--- config.mk ---
export PLATFORM = sky130hd
export DESIGN_NAME = lpc_coef_ctrl
export DESIGN_NICKNAME = d
export VERILOG_FILES = /design/src/rtl/lpc_coef_ctrl.sv
export SDC_FILE = /design/constraint.sdc
export NUM_CORES = 1
export LEC_CHECK = 0
export CAP_MARGIN = 20
export CORE_ASPECT_RATIO = 0.75
export CORE_MARGIN = 1
export CORE_UTILIZATION = 26
export DETAILED_ROUTE_END_ITERATION = 12
export MAX_ROUTING_LAYER = met4
export PLACE_DENSITY = 0.8
export SYNTH_ARGS = -nofsm -noshare
export SYNTH_HDL_FRONTEND = slang
export SYNTH_SLANG_ARGS = --single-unit
--- constraint.sdc ---
create_clock -name clk -period 1.7 [get_ports clk]
set_input_delay 0.17 -clock clk [delete_from_list [all_inputs] [get_ports clk]]
set_output_delay 0.17 -clock clk [all_outputs]
set_load 0.01 [all_outputs]
--- src/rtl/lpc_coef_ctrl.sv ---
// Coefficient load/stream controller for an LPC coefficient register bank.
// Optional macro LPC_COEF_REVERSE_EN streams the coefficients in descending index order.
module lpc_coef_ctrl #(
    parameter int N_COEF = 10,
    parameter int DW     = 32
) (
    input  logic              clk,
    input  logic              reset_n,
    input  logic              in_valid,
    output logic              in_ready,
    input  logic [DW-1:0]     in_data,
    input  logic              clear,
    input  logic              start,
    output logic [N_COEF-1:0] wsel,
    output logic [DW-1:0]     wdata,
    output logic [N_COEF-1:0] rsel,
    input  logic [DW-1:0]     rdata,
    output logic              out_valid,
    input  logic              out_ready,
    output logic [DW-1:0]     out_data,
    output logic [3:0]        out_idx,
    output logic              out_last,
    output logic              coef_loaded,
    output logic              done,
    output logic [1:0]        dbg_state
);

    // Handshakes: a transfer happens in a cycle where valid and ready are both high;
    // valid never waits on ready, and the payload is held while valid is high and ready low.
    localparam logic [1:0] LOAD   = 2'd0;
    localparam logic [1:0] FULL   = 2'd1;
    localparam logic [1:0] STREAM = 2'd2;

    localparam logic [3:0]        LAST_SLOT = 4'(N_COEF - 1);
    localparam logic [N_COEF-1:0] ONE_HOT0  = {{(N_COEF-1){1'b0}}, 1'b1};

`ifdef LPC_COEF_REVERSE_EN
    localparam logic [3:0] FIRST_IDX = LAST_SLOT;
    localparam logic [3:0] FINAL_IDX = 4'd0;
`else
    localparam logic [3:0] FIRST_IDX = 4'd0;
    localparam logic [3:0] FINAL_IDX = LAST_SLOT;
`endif

    logic [1:0] state;
    logic [3:0] wcnt;
    logic [3:0] rcnt;
    logic       load_hs;
    logic       out_hs;
    logic [3:0] rcnt_next;

    assign dbg_state = state;

    // Writes are gated by reset and clear so the bank never sees a stray strobe.
    assign load_hs = reset_n && !clear && (state == LOAD) && in_valid;
    assign out_hs  = (state == STREAM) && out_ready;

    assign in_ready  = (state == LOAD);
    assign wsel      = load_hs ? (ONE_HOT0 << wcnt) : '0;
    assign wdata     = in_data;
    assign rsel      = (state == STREAM) ? (ONE_HOT0 << rcnt) : '0;
    assign out_valid = (state == STREAM);
    assign out_data  = (state == STREAM) ? rdata : '0;
    assign out_idx   = rcnt;
    assign out_last  = (state == STREAM) && (rcnt == FINAL_IDX);

`ifdef LPC_COEF_REVERSE_EN
    assign rcnt_next = rcnt - 4'd1;
`else
    assign rcnt_next = rcnt + 4'd1;
`endif

    always_ff @(posedge clk or negedge reset_n) begin
        if (!reset_n) begin
            state       <= LOAD;
            wcnt        <= 4'd0;
            rcnt        <= 4'd0;
            coef_loaded <= 1'b0;
            done        <= 1'b0;
        end else if (clear) begin
            state       <= LOAD;
            wcnt        <= 4'd0;
            rcnt        <= 4'd0;
            coef_loaded <= 1'b0;
            done        <= 1'b0;
        end else begin
            done <= 1'b0;
            case (state)
                LOAD: begin
                    if (load_hs) begin
                        if (wcnt == LAST_SLOT) begin
                            state       <= FULL;
                            wcnt        <= 4'd0;
                            coef_loaded <= 1'b1;
                        end else begin
                            wcnt <= wcnt + 4'd1;
                        end
                    end
                end
                FULL: begin
                    if (start) begin
                        state <= STREAM;
                        rcnt  <= FIRST_IDX;
                    end
                end
                STREAM: begin
                    if (out_hs) begin
                        if (rcnt == FINAL_IDX) begin
                            state <= FULL;
                            done  <= 1'b1;
                        end else begin
                            rcnt <= rcnt_next;
                        end
                    end
                end
                default: begin
                    state <= LOAD;
                    wcnt  <= 4'd0;
                    rcnt  <= 4'd0;
                end
            endcase
        end
    end

endmodule

==> out/qor.csv <==
stage,metric,value,unit
outcome,status,"complete, but fails checks",
outcome,violated checks,setup timing,
worst_setup_path,Reg2Reg Depth,8,
synthesis,number of distinct library cells after synthesis,39,
pwr,maximum vdd drop,0.000318,V
global_routing,antenna violations before repair,0,
cells_and_area,"Area growth, synth to finish",83.4,%
drt,# DRC,0,
worst_setup_path,crit end category,flop,
global_routing,pin count of the biggest net entering global routing,17,
worst_setup_path,CP max FO,5,
worst_setup_path,"Data arrival, critical path",1.99,ns
synthesis,XOR/XNOR Fraction of Synth Area,0,%
synthesis,post-synthesis adder-cell area fraction,10.9,%
worst_setup_path,CP max-delay cell,dfrtp_2,
timing,Final Hold Viols,0,
worst_setup_path,Worst Setup EP,dbg_state[0]$_DFFE_PN0P_,
worst_setup_path,Setup crit start,dbg_state[0]$_DFFE_PN0P_,
clocking,Worst-path clk slew,0.06,ns
worst_setup_path,CP Data Required Time,1.83,ns
synthesis,Mapped Cells,183,
timing,"Slew Viols, Final",0,
die,placeable core area,5440,um2
global_routing,vias in the first global route,1587,
worst_setup_path,R2R Setup Slk,-0.16,ns
drt,via count,1609,
drt,drt via density,4.43,
clocking,H-tree depth,1,
timing,worst slew pin tran,0.383,ns
clocking,CTS tree,yes,
timing,setup ws final,-0.163,ns
job,total of max-cap violations,0,
clocking,root buffer cell,clkbuf_8,
clocking,Clock Sinks,12,
synthesis,sequential area share after synthesis,20.1,%
synthesis,post-synthesis mux area share,3.69,%
worst_setup_path,cell mode on critical path,buf_6,
placed_design,dpl cells,345,
drt,ANT nets after route,0,
timing,# setup viols final,38,
cells_and_area,fraction of layout cells with a size suffix above 1,47.9,%
cells_and_area,post-route cell area,2740,um2
timing,max frequency,537,MHz
timing,Final Cycle Share,110,%
synthesis,yosys warns,0,
pwr,Power Density,839,nW/um2
drt,drt first-iter violations,39,
global_routing,GR Overflow Total,0,
die,Starting Density,27.4,%
die,Die W,89.5,um
worst_setup_path,r2r startpoint,dbg_state[0]$_DFFE_PN0P_,
synthesis,Post-Synthesis Net Count,266,
worst_setup_path,Critical R2R Capture,dbg_state[0]$_DFFE_PN0P_,
clocking,worst-skew pair later-pin latency,0.24,ns
cells_and_area,Non-Filler Instances,363,
worst_setup_path,critical path depth,8,
worst_setup_path,max incr delay on CP,0.42,ns
placed_design,GPL Wtd Cong,0.793,
synthesis,Synth Area in Simple Gates,34.1,%
global_routing,first-pass GRT wire length,7380,um
worst_setup_path,worst path cell trace,inv_4 > buf_6 > ha_4 > buf_6 > a21bo_4 > a21oi_4 > nand4bb_4 > mux2_4,
synthesis,Synth Area per Inst,8.15,um2
timing,Final min period,1.86,ns
hold_path,Hold WC Path Type,in2async,
die,DIE HEIGHT,67.6,um
timing,Post-Route Skew,0.00307,ns
synthesis,post-synthesis compound-gate area fraction,10.7,%
drt,WL final,5020,um
placed_design,DPL Wire Length,3780,um
die,die area,6050,um2
synthesis,Yosys reg bits,12,
cells_and_area,Layout Nets,372,
worst_setup_path,CP Launch Type,flop,
clocking,Clock Tree Buf Depth,2,
cells_and_area,antenna cells,0,
drt,wire per inst,13.8,um
placed_design,placed instance area,2590,um2
clocking,Inserted Clock Buffers,3,
timing,relative slew slack,74.5,%
global_routing,Tot GR Track Use,16.6,%
worst_setup_path,Setup CP Type,reg2reg,
pwr,Leakage,1.33,nW
timing,RSZ-0062 raised after global routing,true,
drt,first drt pass iteration count,4,
die,io pins,165,
synthesis,synthesized area,1490,um2
synthesis,largest family of logic cells by synthesized area,simple AND/OR/NAND/NOR gates,
placed_design,Port Buf Inserts,100,
die,row cnt,23,
worst_setup_path,Bufs and invs on worst path,3,
worst_setup_path,Worst path top cell family by delay,flip-flops,
-- layout make-up --
class,count,area [um2]
Multi-Input combinational cell,124,1090
Tap cell,75,93.8
Clock buffer,4,55.1
Inverter,9,36.3
Sequential cell,12,303
Fill cell,501,2700
Timing Repair Buffer,139,1150
-- kinds of logic after synthesis --
group,Yosys count
AOI/OAI and AO/OA,19
adders and majority gates,13
buffers and inverters,47
DFF,12
muxes,5
and+or+nand+nor,87
-- per-stage QoR --
stage | setup TNS (ns) | hold WS (ns) | setup slack [ns] | util [%] | total power, mW
2_1_floorplan | -0.0383 | -0.126 | -0.0383 | - | 1.11
3_3_place_gp | -6.10 | 0.340 | -0.491 | 47.7 | 1.69
3_5_place_dp | -7.10 | 0.340 | -0.529 | 47.7 | 1.73
4_1_cts | -3.26 | 0.277 | -0.263 | 48.7 | 2.17
5_1_grt | -4.98 | 0.309 | -0.232 | 50.3 | 2.46
6_report | -2.03 | 0.281 | -0.163 | 50.3 | 2.29
-- how the worst min path moves through the flow --
stage / depth (start not counted) / end / start / slack, ns
2_1_floorplan: 0 / coef_loaded$_DFFE_PN0P_ / reset_n / -0.13
3_3_place_gp: 0 / wdata[10] / in_data[10] / 0.34
3_5_place_dp: 0 / wdata[10] / in_data[10] / 0.34
4_1_cts: 2 / wcnt[0]$_DFFE_PN0P_ / reset_n / 0.28
5_1_grt: 2 / wcnt[0]$_DFFE_PN0P_ / reset_n / 0.31
6_report: 2 / out_idx[3]$_DFFE_PN0P_ / reset_n / 0.28
-- synth_stat cells, drive strengths merged --
cell / n / area (um2)
and2: 35 / 219
buf: 34 / 255
nor2: 15 / 56.3
ha: 13 / 163
dfrtp: 12 / 300
inv: 9 / 33.8
nand2b: 9 / 56.3
nand2: 7 / 26.3
nor3: 6 / 30.0
o21ai: 6 / 33.8
clkbuf: 4 / 15.0
mux2: 4 / 45.0
or3: 3 / 18.8
a21oi: 2 / 13.8
and3b: 2 / 17.5
nor2b: 2 / 12.5
o2bb2ai: 2 / 17.5
a21bo: 1 / 16.3
a21boi: 1 / 7.51
a221oi: 1 / 15.0
a22o: 1 / 10.0
a22oi: 1 / 7.51
a41oi: 1 / 16.3
and3: 1 / 6.26
mux2i: 1 / 10.0
nand3: 1 / 5.00
nand4b: 1 / 8.76
nand4bb: 1 / 16.3
nor3b: 1 / 7.51
nor4: 1 / 6.26
nor4b: 1 / 15.0
o21bai: 1 / 7.51
o22ai: 1 / 6.26
o41ai: 1 / 8.76
or2b: 1 / 7.51
-- per-layer routing --
layer | vias to the layer above | track usage [%] | routed length [um]
li1 | 779 | - | -
met1 | 751 | 18.7 | 2040
met2 | 75 | 29.1 | 2660
met3 | 4 | 4.40 | 281
met4 | 0 | 4.37 | 40
met5 | - | - | 0
-- repair_timing --
action | CTS | global route
gates resized for setup | 213 | 42
pin swaps | 16 | 17
hold buffers | 0 | 0
cloned | 2 | 0
buffers inserted | 7 | 7
endpoints found under the setup margin | 61 | 57
-- sequential cells by signal (all words and copies together) (netlist names) --
signal and flops:
done 1, wcnt 4, out_idx 4, coef_loaded 1, dbg_state 2
-- cell usage in the layout (no fill, tap or decap), types with 3 or more instances in the layout --
| cell type | netlist | layout |
|---|---|---|
| buf_2 | 0 | 49 |
| clkdlybuf4s50_1 | 0 | 45 |
| and2_1 | 35 | 33 |
| buf_4 | 34 | 26 |
| buf_6 | 0 | 11 |
| nor2_1 | 15 | 10 |
| ha_1 | 13 | 10 |
| dfrtp_1 | 12 | 10 |
| nand2b_1 | 9 | 8 |
| inv_1 | 9 | 7 |
| nand2_1 | 7 | 5 |
| nor2_2 | 0 | 5 |
| clkbuf_8 | 0 | 4 |
| or3_4 | 0 | 3 |
| nor3_4 | 0 | 3 |
| o21ai_2 | 1 | 3 |
| o21ai_0 | 4 | 3 |
| ha_4 | 0 | 3 |
-- report_power, final --
part	internal [mW]	total, mW	leakage (nW)	switching (mW)
clock	0.205	0.318	0.0288	0.113
combinational	0.914	1.62	1.14	0.704
sequential	0.322	0.358	0.162	0.0362
Note: power is estimated with default switching activity, not from simulation.
